$ cat src/rtl/cpu_test_monitor_pkg.sv
// -----------------------------------------------------------------------------
// cpu_test_monitor_pkg
// Shared constants, monitor state encoding and small helpers for the CPU run
// monitor (cpu_test_monitor, check_slot, cpu_test_monitor_if).
// -----------------------------------------------------------------------------
package cpu_test_monitor_pkg;

   localparam int unsigned DATA_W     = 32;
   localparam int unsigned REG_ADDR_W = 5;
   localparam int unsigned STATE_W    = 3;

   // Default tohost mailbox address; a store here ends the run
   localparam logic [DATA_W-1:0] TOHOST_ADDR_DEFAULT = 32'h0000_0FFC;

   typedef enum logic [STATE_W-1:0] {
      MON_IDLE    = 3'd0,
      MON_RUN     = 3'd1,
      MON_CHECK   = 3'd2,
      MON_PASS    = 3'd3,
      MON_FAIL    = 3'd4,
      MON_TIMEOUT = 3'd5
   } mon_state_e;

   // Increment that sticks at all-ones instead of wrapping
   function automatic logic [DATA_W-1:0] sat_inc(input logic [DATA_W-1:0] v);
      return (v == '1) ? v : v + DATA_W'(1);
   endfunction

endpackage : cpu_test_monitor_pkg

$ cat src/rtl/cpu_test_monitor_if.sv
// -----------------------------------------------------------------------------
// cpu_test_monitor_if
// Snoop and verdict bundle between a CPU (or bench) and cpu_test_monitor.
//   master : drives the writeback/memory/fetch snoop and the check table,
//            observes the verdict.
//   slave  : the monitor; observes the snoop and check table, drives verdict.
// Signals:
//   wb_en/wb_addr/wb_data          register-file writeback port
//   mem_wr_sig/mem_addr/mem_wr_data data-memory store bus
//   rom_addr                       fetch PC (halt detection builds only)
//   chk_reg/chk_val                per-slot register index / expected value
//   done/pass/timeout/fail_mask    sticky verdict
//   exit_code/cycle_count          tohost word and RUN cycle count
// -----------------------------------------------------------------------------
interface cpu_test_monitor_if #(
   parameter int unsigned NUM_CHECKS = 2
) ();
   import cpu_test_monitor_pkg::*;

   logic                             wb_en;
   logic [REG_ADDR_W-1:0]            wb_addr;
   logic [DATA_W-1:0]                wb_data;
   logic                             mem_wr_sig;
   logic [DATA_W-1:0]                mem_addr;
   logic [DATA_W-1:0]                mem_wr_data;
   logic [DATA_W-1:0]                rom_addr;
   logic [REG_ADDR_W*NUM_CHECKS-1:0] chk_reg;
   logic [DATA_W*NUM_CHECKS-1:0]     chk_val;

   logic                             done;
   logic                             pass;
   logic                             timeout;
   logic [NUM_CHECKS-1:0]            fail_mask;
   logic [DATA_W-1:0]                exit_code;
   logic [DATA_W-1:0]                cycle_count;

   modport master (
      output wb_en, wb_addr, wb_data,
      output mem_wr_sig, mem_addr, mem_wr_data,
      output rom_addr, chk_reg, chk_val,
      input  done, pass, timeout, fail_mask, exit_code, cycle_count
   );

   modport slave (
      input  wb_en, wb_addr, wb_data,
      input  mem_wr_sig, mem_addr, mem_wr_data,
      input  rom_addr, chk_reg, chk_val,
      output done, pass, timeout, fail_mask, exit_code, cycle_count
   );

endinterface : cpu_test_monitor_if

$ cat src/rtl/cpu_test_monitor_check_slot.sv
// -----------------------------------------------------------------------------
// check_slot
// One register-compare slot: shadows a single architectural register by
// snooping the writeback port while capture_en is high, and flags a mismatch
// against the expected value.
// Ports:
//   clk, reset_n   clock, async active-low reset
//   capture_en     high while the monitor is in RUN
//   wb_en/addr/data writeback snoop
//   watch_reg      register index this slot shadows
//   expect_val     expected final value
//   mismatch_c     combinational shadow != expect_val
// -----------------------------------------------------------------------------
module check_slot
   import cpu_test_monitor_pkg::*;
(
   input  logic                  clk,
   input  logic                  reset_n,
   input  logic                  capture_en,
   input  logic                  wb_en,
   input  logic [REG_ADDR_W-1:0] wb_addr,
   input  logic [DATA_W-1:0]     wb_data,
   input  logic [REG_ADDR_W-1:0] watch_reg,
   input  logic [DATA_W-1:0]     expect_val,
   output logic                  mismatch_c
);

   logic [DATA_W-1:0] shadow_q;
   logic              hit_c;

   // x0 is hard-wired zero, so writes to it never reach the shadow
   assign hit_c = capture_en && wb_en && (wb_addr == watch_reg) && (wb_addr != '0);

   always_ff @(posedge clk or negedge reset_n) begin
      if (!reset_n) begin
         shadow_q <= '0;
      end else if (hit_c) begin
         shadow_q <= wb_data;
      end
   end

   assign mismatch_c = (shadow_q != expect_val);

endmodule : check_slot

$ cat src/rtl/cpu_test_monitor.sv
// -----------------------------------------------------------------------------
// cpu_test_monitor
// Synthesisable end-of-program monitor for the CPU benches and FPGA demo.
// Snoops register writeback and the data-memory bus, detects end of program
// (tohost store, timeout, or optionally a PC halt), compares shadowed
// registers with expected values and holds a sticky verdict until reset.
//
// Build option: define HALT_DETECT_EN to also end the run when rom_addr holds
// still for HALT_CYCLES consecutive samples (programs ending in jal x0,0).
//
// Parameters:
//   NUM_CHECKS     number of compare slots (1..8)
//   TIMEOUT_CYCLES RUN cycles before a TIMEOUT verdict (>= 2)
//   TOHOST_ADDR    store address that ends the run
//   HALT_CYCLES    PC-stable samples counted as a halt (HALT_DETECT_EN only)
// Ports:
//   clk, reset_n   clock, async active-low reset
//   mon            cpu_test_monitor_if slave: snoop inputs, verdict outputs
// -----------------------------------------------------------------------------
module cpu_test_monitor
   import cpu_test_monitor_pkg::*;
#(
   parameter int unsigned       NUM_CHECKS     = 2,
   parameter int unsigned       TIMEOUT_CYCLES = 500,
   parameter logic [DATA_W-1:0] TOHOST_ADDR    = TOHOST_ADDR_DEFAULT
`ifdef HALT_DETECT_EN
   ,
   parameter int unsigned       HALT_CYCLES    = 8
`endif
) (
   input  logic              clk,
   input  logic              reset_n,
   cpu_test_monitor_if.slave mon
);

   mon_state_e state_q, state_d;

   logic                  done_q;
   logic                  pass_q;
   logic                  timeout_q;
   logic [NUM_CHECKS-1:0] fail_mask_q;
   logic [DATA_W-1:0]     exit_code_q;
   logic [DATA_W-1:0]     cycle_count_q;

   logic                  tohost_c;
   logic                  halt_c;
   logic                  timeout_hit_c;
   logic                  capture_en_c;
   logic [NUM_CHECKS-1:0] mismatch_c;

   // FSM-driven strobes into the output registers
   logic                  count_en_c;
   logic                  exit_load_c;
   logic [DATA_W-1:0]     exit_val_c;
   logic                  verdict_set_c;
   logic                  timeout_set_c;

   assign tohost_c      = mon.mem_wr_sig && (mon.mem_addr == TOHOST_ADDR);
   assign timeout_hit_c = (cycle_count_q == DATA_W'(TIMEOUT_CYCLES - 1));
   assign capture_en_c  = (state_q == MON_RUN);

   // Compare slots, one per checked register
   for (genvar i = 0; i < NUM_CHECKS; i++) begin : g_slot
      check_slot u_slot (
         .clk        (clk),
         .reset_n    (reset_n),
         .capture_en (capture_en_c),
         .wb_en      (mon.wb_en),
         .wb_addr    (mon.wb_addr),
         .wb_data    (mon.wb_data),
         .watch_reg  (mon.chk_reg[i*REG_ADDR_W +: REG_ADDR_W]),
         .expect_val (mon.chk_val[i*DATA_W +: DATA_W]),
         .mismatch_c (mismatch_c[i])
      );
   end

`ifdef HALT_DETECT_EN
   localparam int unsigned HC_W = $clog2(HALT_CYCLES + 1);

   logic [DATA_W-1:0] pc_q;
   logic [HC_W-1:0]   stable_q;
   logic              pc_same_c;

   assign pc_same_c = (mon.rom_addr == pc_q);

   // Counts consecutive unchanged fetch PCs while running
   always_ff @(posedge clk or negedge reset_n) begin
      if (!reset_n) begin
         pc_q     <= '0;
         stable_q <= '0;
      end else begin
         pc_q <= mon.rom_addr;
         if ((state_q != MON_RUN) || !pc_same_c) begin
            stable_q <= '0;
         end else if (stable_q != HC_W'(HALT_CYCLES)) begin
            stable_q <= stable_q + HC_W'(1);
         end
      end
   end

   // Fires on the HALT_CYCLES-th consecutive equal sample
   assign halt_c = (state_q == MON_RUN) && pc_same_c &&
                   (stable_q == HC_W'(HALT_CYCLES - 1));
`else
   assign halt_c = 1'b0;
`endif

   // State register
   always_ff @(posedge clk or negedge reset_n) begin
      if (!reset_n) begin
         state_q <= MON_IDLE;
      end else begin
         state_q <= state_d;
      end
   end

   // Next state and output-register strobes; tohost outranks halt and timeout
   always_comb begin
      state_d       = state_q;
      count_en_c    = 1'b0;
      exit_load_c   = 1'b0;
      exit_val_c    = '0;
      verdict_set_c = 1'b0;
      timeout_set_c = 1'b0;

      unique case (state_q)
         MON_IDLE: begin
            state_d = MON_RUN;
         end
         MON_RUN: begin
            count_en_c = 1'b1;
            if (tohost_c) begin
               state_d     = MON_CHECK;
               exit_load_c = 1'b1;
               exit_val_c  = mon.mem_wr_data;
            end else if (halt_c) begin
               state_d     = MON_CHECK;
               exit_load_c = 1'b1;
            end else if (timeout_hit_c) begin
               state_d       = MON_TIMEOUT;
               timeout_set_c = 1'b1;
            end
         end
         MON_CHECK: begin
            verdict_set_c = 1'b1;
            if ((mismatch_c == '0) && (exit_code_q == '0)) begin
               state_d = MON_PASS;
            end else begin
               state_d = MON_FAIL;
            end
         end
         MON_PASS, MON_FAIL, MON_TIMEOUT: begin
            state_d = state_q;
         end
         default: begin
            state_d = MON_IDLE;
         end
      endcase
   end

   // Verdict, exit code and cycle counter registers
   always_ff @(posedge clk or negedge reset_n) begin
      if (!reset_n) begin
         done_q        <= 1'b0;
         pass_q        <= 1'b0;
         timeout_q     <= 1'b0;
         fail_mask_q   <= '0;
         exit_code_q   <= '0;
         cycle_count_q <= '0;
      end else begin
         if (count_en_c) begin
            cycle_count_q <= sat_inc(cycle_count_q);
         end
         if (exit_load_c) begin
            exit_code_q <= exit_val_c;
         end
         if (verdict_set_c) begin
            done_q      <= 1'b1;
            pass_q      <= (state_d == MON_PASS);
            fail_mask_q <= mismatch_c;
         end
         if (timeout_set_c) begin
            done_q      <= 1'b1;
            timeout_q   <= 1'b1;
            pass_q      <= 1'b0;
            fail_mask_q <= mismatch_c;
         end
      end
   end

   assign mon.done        = done_q;
   assign mon.pass        = pass_q;
   assign mon.timeout     = timeout_q;
   assign mon.fail_mask   = fail_mask_q;
   assign mon.exit_code   = exit_code_q;
   assign mon.cycle_count = cycle_count_q;

endmodule : cpu_test_monitor

$ cat src/flat_wrapper.sv
// flat-port wrapper written by rule: the top's interface ports become plain ports
module cpu_test_monitor_flat import cpu_test_monitor_pkg::*;
#(
   parameter int unsigned       NUM_CHECKS     = 2,
   parameter int unsigned       TIMEOUT_CYCLES = 500,
   parameter logic [DATA_W-1:0] TOHOST_ADDR    = TOHOST_ADDR_DEFAULT

)
  (clk, reset_n, mon_wb_en, mon_wb_addr, mon_wb_data, mon_mem_wr_sig, mon_mem_addr, mon_mem_wr_data, mon_rom_addr, mon_chk_reg, mon_chk_val, mon_done, mon_pass, mon_timeout, mon_fail_mask, mon_exit_code, mon_cycle_count);
  cpu_test_monitor_if #(.NUM_CHECKS(NUM_CHECKS)) mon_i ();
  input  logic clk;
  input  logic reset_n;
  input wire logic [$bits(mon_i.wb_en)-1:0] mon_wb_en;
  input wire logic [$bits(mon_i.wb_addr)-1:0] mon_wb_addr;
  input wire logic [$bits(mon_i.wb_data)-1:0] mon_wb_data;
  input wire logic [$bits(mon_i.mem_wr_sig)-1:0] mon_mem_wr_sig;
  input wire logic [$bits(mon_i.mem_addr)-1:0] mon_mem_addr;
  input wire logic [$bits(mon_i.mem_wr_data)-1:0] mon_mem_wr_data;
  input wire logic [$bits(mon_i.rom_addr)-1:0] mon_rom_addr;
  input wire logic [$bits(mon_i.chk_reg)-1:0] mon_chk_reg;
  input wire logic [$bits(mon_i.chk_val)-1:0] mon_chk_val;
  output wire logic [$bits(mon_i.done)-1:0] mon_done;
  output wire logic [$bits(mon_i.pass)-1:0] mon_pass;
  output wire logic [$bits(mon_i.timeout)-1:0] mon_timeout;
  output wire logic [$bits(mon_i.fail_mask)-1:0] mon_fail_mask;
  output wire logic [$bits(mon_i.exit_code)-1:0] mon_exit_code;
  output wire logic [$bits(mon_i.cycle_count)-1:0] mon_cycle_count;
  assign mon_i.wb_en = mon_wb_en;
  assign mon_i.wb_addr = mon_wb_addr;
  assign mon_i.wb_data = mon_wb_data;
  assign mon_i.mem_wr_sig = mon_mem_wr_sig;
  assign mon_i.mem_addr = mon_mem_addr;
  assign mon_i.mem_wr_data = mon_mem_wr_data;
  assign mon_i.rom_addr = mon_rom_addr;
  assign mon_i.chk_reg = mon_chk_reg;
  assign mon_i.chk_val = mon_chk_val;
  assign mon_done = mon_i.done;
  assign mon_pass = mon_i.pass;
  assign mon_timeout = mon_i.timeout;
  assign mon_fail_mask = mon_i.fail_mask;
  assign mon_exit_code = mon_i.exit_code;
  assign mon_cycle_count = mon_i.cycle_count;
  cpu_test_monitor #(.NUM_CHECKS(NUM_CHECKS), .TIMEOUT_CYCLES(TIMEOUT_CYCLES), .TOHOST_ADDR(TOHOST_ADDR)) u_core (.clk(clk), .reset_n(reset_n), .mon(mon_i));
endmodule
$ cat config.mk
export PLATFORM = sky130hd
export DESIGN_NAME = cpu_test_monitor_flat
export DESIGN_NICKNAME = d
export VERILOG_FILES = /design/src/rtl/cpu_test_monitor_pkg.sv /design/src/rtl/cpu_test_monitor_if.sv /design/src/rtl/cpu_test_monitor_check_slot.sv /design/src/rtl/cpu_test_monitor.sv /design/src/flat_wrapper.sv
export SDC_FILE = /design/constraint.sdc
export NUM_CORES = 1
export LEC_CHECK = 0
export ABC_AREA = 1
export BUFFER_PORTS_ARGS = -buffer_cell sky130_fd_sc_hd__buf_4
export CORE_MARGIN = 4
export CORE_UTILIZATION = 45
export CTS_BUF_LIST = sky130_fd_sc_hd__clkbuf_8
export DETAILED_ROUTE_END_ITERATION = 7
export GPL_TIMING_DRIVEN = 0
export PLACE_DENSITY = 0.77
export SYNTH_ARGS = -nofsm -noshare
export SYNTH_HDL_FRONTEND = slang
export SYNTH_SLANG_ARGS = --single-unit
$ cat constraint.sdc
create_clock -name clk -period 1.8 [get_ports clk]
set_input_delay 0.45 -clock clk [delete_from_list [all_inputs] [get_ports clk]]
set_output_delay 0.45 -clock clk [all_outputs]
set_load 0.01 [all_outputs]
==> results of run 1 <==
[cells in the mapped netlist, types with 9 or more instances]
master	number
nand2_1	405
inv_1	158
dfrtp_1	136
nor2_1	134
o21ai_0	66
xor2_1	36
nand3_1	33
nor3_1	23
nand4_1	18
xnor2_1	14
clkbuf_1	13
nor4_1	9
[metrics by stage]
stage	power, mW	area [µm²]	TNS [ns]
CTS	8.24	10200	0
floorplan	4.93	7490	0
global placement	5.51	9620	-79.58
detailed placement	5.61	9650	-40.53
global route	8.74	10500	-0.136
finish	8.20	10500	0
[path summary, 6_finish.rpt]
kind	startpoint	end	slack (ns)
hold / removal	reset_n	u_core.g_slot[1].u_slot.shadow_q[3]	-0.01
min in group clk	mon_mem_wr_data[19]	u_core.mon.exit_code[19]	0.18
setup reg to reg	u_core.mon.cycle_count[0]	u_core.mon.cycle_count[19]	0.03
hold reg to reg	u_core.mon.timeout	u_core.mon.timeout	0.47
max in group asynchronous	reset_n	u_core.mon.cycle_count[29]	1.03
setup / recovery	u_core.mon.cycle_count[0]	u_core.mon.cycle_count[19]	0.03
[cell families after synthesis]
| group | synth area share [%] |
|---|---|
| flops | 45.4 |
| compound gates | 5.08 |
| simple gates | 34.3 |
| xor+xnor | 5.85 |
| buf+inv | 9.24 |
| fa+ha+maj | 0.167 |
[sequential cells by signal, summed over array words and instances (netlist names)]
signal,count
u_core.mon.exit_code,32
u_core.mon.pass,1
u_core.g_slot.u_slot.shadow_q,64
u_core.mon.fail_mask,2
u_core.mon.done,1
u_core.state_q,3
u_core.mon.cycle_count,32
u_core.mon.timeout,1
[worst reg2reg max path, stage by stage (launching register included)]
cell and delay (ns):
dfrtp_1 0.42, ha_2 0.21, nand3_2 0.10, inv_1 0.06, nand2_2 0.11, nor2_4 0.06
a21oi_4 0.24, buf_4 0.21, nand3_1 0.10, xor2_1 0.15
[layer usage]
metal,track usage [%],vias up,share of wire [%]
met5,0,-,0
met4,7.10,0,2.0
met3,6.36,37,9.0
met2,39.8,286,49
met1,28.2,3471,40
li1,-,3843,-
[repair_timing]
item,in CTS,in global routing
endpoints found under the setup margin,127,126
pin swaps,2,5
buffers inserted,7,8
gates resized for setup,39,62
[layout make-up]
class                   instances  share of cell area [%]
plain buffers                  21                    1.52
clock buffers                  19                    2.50
clock inverters                13                    1.35
inverters                     158                    5.67
multi-input cells             760                    34.5
flip-flops and latches        136                    32.8
well taps                     216                    2.58
repair buffers                263                    19.1
[power breakdown]
part | switching (mW) | total [mW] | internal [mW] | leakage, nW
registers | 0.327 | 3.90 | 3.58 | 1.71
logic | 0.859 | 1.65 | 0.794 | 3.75
clock network | 1.32 | 2.64 | 1.32 | 0.199
total | 2.51 | 8.20 | 5.69 | 5.66
==> results, run 1 <==
- The run finished, with violations left.
- The final reports fail on negative hold slack.
- The pre-antenna-repair detailed-routing pass consisted of 5 iterations.
- The aggregate global-route resource usage is 23.1%.
- The clock passes through at most 2 buffers.
- Summed over its instances, the top area cell type makes up 45.4% of the synthesized netlist area.
- The CTS tree is done.
- The flip-flop and latch count after synthesis is ~140.
- Of all flip-flops after synthesis, the portion carrying an async set or reset was 100%.
- For this run, the number of standard cells in the final layout without fillers is 1,586.
- The cell total after placement is around 1,500.
- The transition time at the pin with the least slew margin is 0.696 ns.
- The number of nets with antenna violations after routing is 0.
- In this run the worst hold path is classified as input port to asynchronous set/reset pin.
- Of the available clock period, the critical path in the final layout requires 98.3%.
- The final worst slack is 0.0307 ns.
- 280 I/O pins were placed.
- The mean instance size in the synthesized netlist is 6.97 µm².
- The worst-case clock skew is ~0.013 ns.
- Across all layers, the routed design uses 7,637 vias.
- The first global-routing pass estimated roughly 34 mm of wire.
- The HPWL after detailed placement is 16.8 mm.
- After the first detailed-routing iteration, the DRC count stood at 478.
- The dominant synthesized flop cell is dfrtp_1.
- The required time of the critical path is 2.14 ns.
- The fraction of the core area covered by cells at the end of the flow is 64.9%.
- The die width is 137 µm.
- The sequential cell area fraction in the yosys report is 45.4%.
- The area added between synthesis and finish is 39.6%.
- The power density of the placed cells is 784 nW/µm².
- The die is 137 µm tall.
- Across the whole layout, storage elements account for 3430 µm².
- Final hold analysis gives a worst-case slack of -0.0139 ns.
- The minimum period implied by the final worst setup slack is 1.77 ns.
- The standard cell with the maximum stage delay on the critical path is dfrtp_1.
- Summed over all instances, the cell type with the most area after synthesis is dfrtp_1.
- The worst setup path is captured at a flip-flop.
- Sorting the synthesized cells by area gives the leading types as dfrtp_1 45%, nand2_1 20%, inv_1 7.9%.
- Counting flops with a built-in enable in the synthesized netlist gives 0.
- In this run the tool buffered the top-level ports with 247 buffer cells.
- The number of buffers inserted for hold repair after clock tree synthesis is 0.
- The maximum achievable frequency is 0.565 GHz.
- The number of cells on the worst reg-to-reg path is 9.
- The die covers 18,800 µm².
- Counting buffers and inverters, the worst setup path is 9 cells deep.
- The most common cell after layout, fill and taps aside is nand2_1.
- The kind of cell with the highest combined delay along the critical path is flip-flops.
- The number of endpoints with negative hold slack in the final report came to 7.
- The area of the placeable core is between 15,000 and 20,000 µm².
- The number of CTS-inserted buffers is 17.
- The post-placement setup slack is -0.457 ns.
- The final layout contains routed wiring with a total length of 22.1 mm.
- The multi-input combinational cells in the finished layout cover a total of 3610 µm².
- The total buffers and inverters traversed by the critical path is 2.
- The proportion of layout cells with a drive suffix above 1 is a little over a quarter.
- Counting every net in the synthesized netlist gives 1,287.
- In the layout the commonest cells are 399 x nand2_1, 266 x buf_4, 158 x inv_1.
- Along the worst path, the maximum fanout reaches 7.
- After floorplanning, the core was divided into 46 placement rows.
- For this run the aggregate overflow at the end of global routing stands at 0.
- The repair_antennas step left the layout with diodes totalling 0.
- Headroom to the max-slew limit came out at between 50% and 60%.
- After the last flow step, the layout net total stands at 1,569.
- CTS saw 136 sinks.
- Summing every instance area after synthesis gives about 7500 µm².
- The worst setup path is launched from a flip-flop.
- Setup violations remaining at the end of the flow were counted as 0.
- After clock tree synthesis, the clock-pin slew on the worst setup and hold paths is 0.09 ns.
- Entering global routing, the biggest net connects between 70 and 80 pins.
- The maximum single-stage delay on the critical path is 0.42 ns.
- The cell chosen for the clock root is clkbuf_8.
- Across the VDD grid, the largest voltage drop is 0.427 mV.
- The total of fill cells in the finished design is 1,474.
- Dividing the detail-routed wire length by the instance count gives 13.9 µm.
- The initial standard-cell utilization of the core is 46.5%.
- The number of maximum-capacitance constraint violations is 0.
- Traced cell by cell, the critical path runs through ha_2 -> nand3_2 -> inv_1 -> nand2_2 -> nor2_4 -> a21oi_4 -> buf_4 -> nand3_1 -> xor2_1.
- The clock tree synthesis step divided the H-tree into 4 levels.
- The number of pins with negative max-slew slack in the final report came to 0.
- The number of instances in the synthesized netlist is 1,075.
- The initial antenna violation count is 0.
- The average vias per placed instance is 4.82.
- In this run, distinct cell masters in the synthesized netlist total 27.
- The clock latency on the worst-skew pair is 0.46 ns.
- The data arrival time at the worst-slack endpoint is 2.11 ns.
- Yosys printed 0 warnings.
- The number of global-route vias before repair is 7,344.
- The analysis attributes to cell leakage a power of 5.66 nW.
- For this run, design rule violations remaining after detail routing come to 0.
- The startpoint-to-endpoint class of the critical path is flip-flop to flip-flop.
- The final RePlAce weighted congestion is 0.898.
- Setup repair after global routing could not meet its margin everywhere.
(Power assumes the default switching activity.)
==> run 2, diff against run 1 <==
--- a/config.mk
+++ b/config.mk
@@ -9,7 +9,6 @@
 export BUFFER_PORTS_ARGS = -buffer_cell sky130_fd_sc_hd__buf_4
 export CORE_MARGIN = 4
 export CORE_UTILIZATION = 45
-export CTS_BUF_LIST = sky130_fd_sc_hd__clkbuf_8
 export DETAILED_ROUTE_END_ITERATION = 7
 export GPL_TIMING_DRIVEN = 0
 export PLACE_DENSITY = 0.77
==> run 2 against run 1 <==
Clock skew down 0.0043 ns; critical path depth unchanged; register-to-register slack better by 0.02 ns; cell area up 1.7%; combinational power about the same; the flow now finishes without violations; worst hold slack better by 0.040 ns; sequential cell count unchanged; total power up 11%; fmax up 1.2%; sequential power about the same.
==> results, run 2 (synthesis results as in run 1) <==
- Status: complete, no violations (was finished with violations).
- The residual overflow from global routing is 0 (unchanged).
- The iteration-0 DRC count of the detailed router is 451 (was 478).
- The average vias per placed instance came to 4.81 (was 4.82).
- The number of pins with negative max-slew slack in the final report is 0 (unchanged).
- The die footprint is 18,800 µm² (unchanged).
- The number of primary I/O pins is 280 (unchanged).
- The data arrival time at the worst-slack endpoint is 2.05 ns (was 2.11 ns).
- The relative slew slack is 53.3% (was 53.6%).
- The final-layout worst hold slack is 0.0261 ns (was -0.0139 ns).
- The startpoint-to-endpoint class of the critical path is flip-flop to flip-flop (unchanged).
- The final net count is 1,566 (was 1,569).
- The power density of the placed cells is 856 nW/µm² (was 784 nW/µm²).
- The peak fanout along the critical path was 10 (was 7).
- The flip-flop count of the largest register after layout came to 64 (unchanged).
- The area added between synthesis and finish is 42.0% (was 39.6%).
- The number of buffers inserted for hold repair after clock tree synthesis came to 0 (unchanged).
- The number of CTS-inserted buffers was 17 (unchanged).
- The initial standard-cell utilization of the core came to 46.5% (unchanged).
- The first-pass GRT wire length is 34.8 mm (was 34.3 mm).
- The number of maximum-capacitance constraint violations was 0 (unchanged).
- The clock edge transition at the registers on the reported setup and hold paths is 0.06 ns (was 0.09 ns).
- Counting stages on the worst path, the most repeated cell is nand2_1.
- The detailed-routing iteration count for the pre-antenna-repair pass is 5 (unchanged).
- The proportion of layout cells with a drive suffix above 1 was 26.9% (was 27.1%).
- The number of levels the H-tree was split into is 4 (unchanged).
- The count of standard-cell rows is 46 (unchanged).
- The register ranked first by flip-flop count is u_core.g_slot.u_slot.shadow_q (unchanged).
- The endpoint class of the critical path is a flip-flop (unchanged).
- The CTS sink count was 136 (unchanged).
- The required time of the critical path is 2.10 ns (was 2.14 ns).
- The worst-case clock skew is 0.00824 ns (was 0.0125 ns).
- The initial antenna violation count is 0 (unchanged).
- The standard cell with the maximum stage delay on the critical path was dfrtp_2 (was dfrtp_1).
- The cell chosen for the clock root is clkbuf_16 (was clkbuf_8).
- The vias after detailed routing came to 7,622 (was 7,637).
- The sum of routed wire length over all layers was 22.2 mm (was 22.1 mm).
- The number of port buffers is 247 (unchanged).
- RSZ-0062 raised after global routing: yes (unchanged).
- The final-layout setup total negative slack came to 0 ns (unchanged).
- The aggregate global-route resource usage was 23.4% (was 23.1%).
- The CTS tree is done (unchanged).
- The maximum number of pins on one net before global-route repair is 72 (unchanged).
- The overall power consumption came to 9.11 mW (was 8.20 mW).
- The area of the placeable core is 16,100 µm² (unchanged).
- The number of global-route vias before repair is 7,465 (was 7,344).
- The largest voltage drop on the vdd net was 0.661 mV (was 0.427 mV).
- Cells along the critical path: nand2_1 -> nor2_2 -> nand2_1 -> nor2_4 -> nand2_2 -> nand2_4 -> buf_8 -> nor2_1 -> xor2_1 (was ha_2 -> nand3_2 -> inv_1 -> nand2_2 -> nor2_4 -> a21oi_4 -> buf_4 -> nand3_1 -> xor2_1).
- The deepest clock path buffer count came to 2 (unchanged).
- The total DRC errors in the routed layout is 0 (unchanged).
- The most common cell after layout, fill and taps aside is nand2_1 (unchanged).
- The number of antenna cells inserted is 0 (unchanged).
- The clock latency on the worst-skew pair is 0.42 ns (was 0.46 ns).
- The leakage power figure is 5.73 nW (was 5.66 nW).
- The maximum achievable frequency is 0.572 GHz (was 0.565 GHz).
- The ratio of final minimum period to clock period is 97.1% (was 98.3%).
- The transition time at the pin with the least slew margin is 0.701 ns (was 0.696 ns).
- The die outline height is 137 µm (unchanged).
- The startpoint class of the critical path is a flip-flop (unchanged).
- The number of endpoints with negative hold slack in the final report came to 0 (was 7).
- The final RePlAce weighted congestion is 0.898 (unchanged).
- The HPWL after detailed placement is 16.8 mm (unchanged).
- The average routed wire per standard cell was 14.0 µm (was 13.9 µm).
- Commonest cells after routing, fill and taps aside: 398 x nand2_1, 261 x buf_4, 158 x inv_1 (was 399 x nand2_1, 266 x buf_4, 158 x inv_1).
- The worst min-delay path category is input port to asynchronous set/reset pin (unchanged).
- The die width is 137 µm (unchanged).
- The maximum single-stage delay on the critical path is 0.43 ns (was 0.42 ns).
- The count of final setup violators came to 0 (unchanged).
- The number of nets with antenna violations after routing is 0 (unchanged).
- The minimum period implied by the final worst setup slack was 1.75 ns (was 1.77 ns).
## run 2: cell count changes in the layout (fill, tap and decap cells not counted), moves of 2 or more
cell       delta
clkbuf_8     -18
buf_4         -5
nor2_1        -2
dfrtp_1       +3
clkbuf_4      +2
dfrtp_2       -3
clkbuf_16    +17
## run 2: what timing repair did
item,4_1_cts,5_1_grt
endpoints found under the setup margin,127,128
cloned,0,0
gates resized for setup,39,64
buffers inserted,7,5
pin swaps,2,3
## run 2: area by class of cell
type,instances,area (µm²)
clock buffers,19,453
repair buffers,260,1980
flip-flops and latches,136,3420
plain buffers,21,153
fillers,1437,5480
well taps,216,270
clock inverters,13,141
multi-input cells,760,3620
inverters,158,593
## run 2: per-layer routing
metal  vias up  share of wire (%)  global-route usage, %
li1       3845                  -                      -
met1      3464                 41                   28.4
met2       282                 50                   40.7
met3        31                8.0                   6.54
met4         0                1.7                   6.87
met5         -                  0                      0
## run 2: power breakdown
| part | switching [mW] | total, mW | internal [mW] |
|---|---|---|---|
| combinational | 0.870 | 1.66 | 0.794 |
| sequential | 0.326 | 3.91 | 3.58 |
| clock | 1.41 | 3.54 | 2.12 |
## run 2: path summary, 6_finish.rpt
path	cells past startpoint	slack, ns	startpoint	endpoint
max	9	0.05	u_core.mon.cycle_count[12]	u_core.mon.cycle_count[8]
min	1	0.03	reset_n	u_core.g_slot[1].u_slot.shadow_q[2]
max reg2reg	9	0.05	u_core.mon.cycle_count[12]	u_core.mon.cycle_count[8]
min reg2reg	2	0.46	u_core.mon.timeout	u_core.mon.timeout
max in group asynchronous	2	0.99	reset_n	u_core.mon.cycle_count[29]
min in group clk	3	0.22	mon_mem_wr_data[19]	u_core.mon.exit_code[19]
## run 2: metrics by stage
stage               utilization [%]  cells  setup slack (ns)  cell area [µm²]
global route                   66.0   1583           -0.0437            10600
detailed placement             59.9   1539            -0.457             9650
finish                         66.0   1583            0.0516            10600
global placement               59.7   1538            -0.446             9620
floorplan                         -   1075            0.0139             7490
CTS                            64.5   1578           0.00753            10400
## run 2: critical path, delay by kind of cell, from the launching register on
kind,cells,cell delay [ns]
AND/OR/NAND/NOR,7,0.89
flip-flops,1,0.43
buffers and inverters,1,0.16
XOR/XNOR,1,0.14
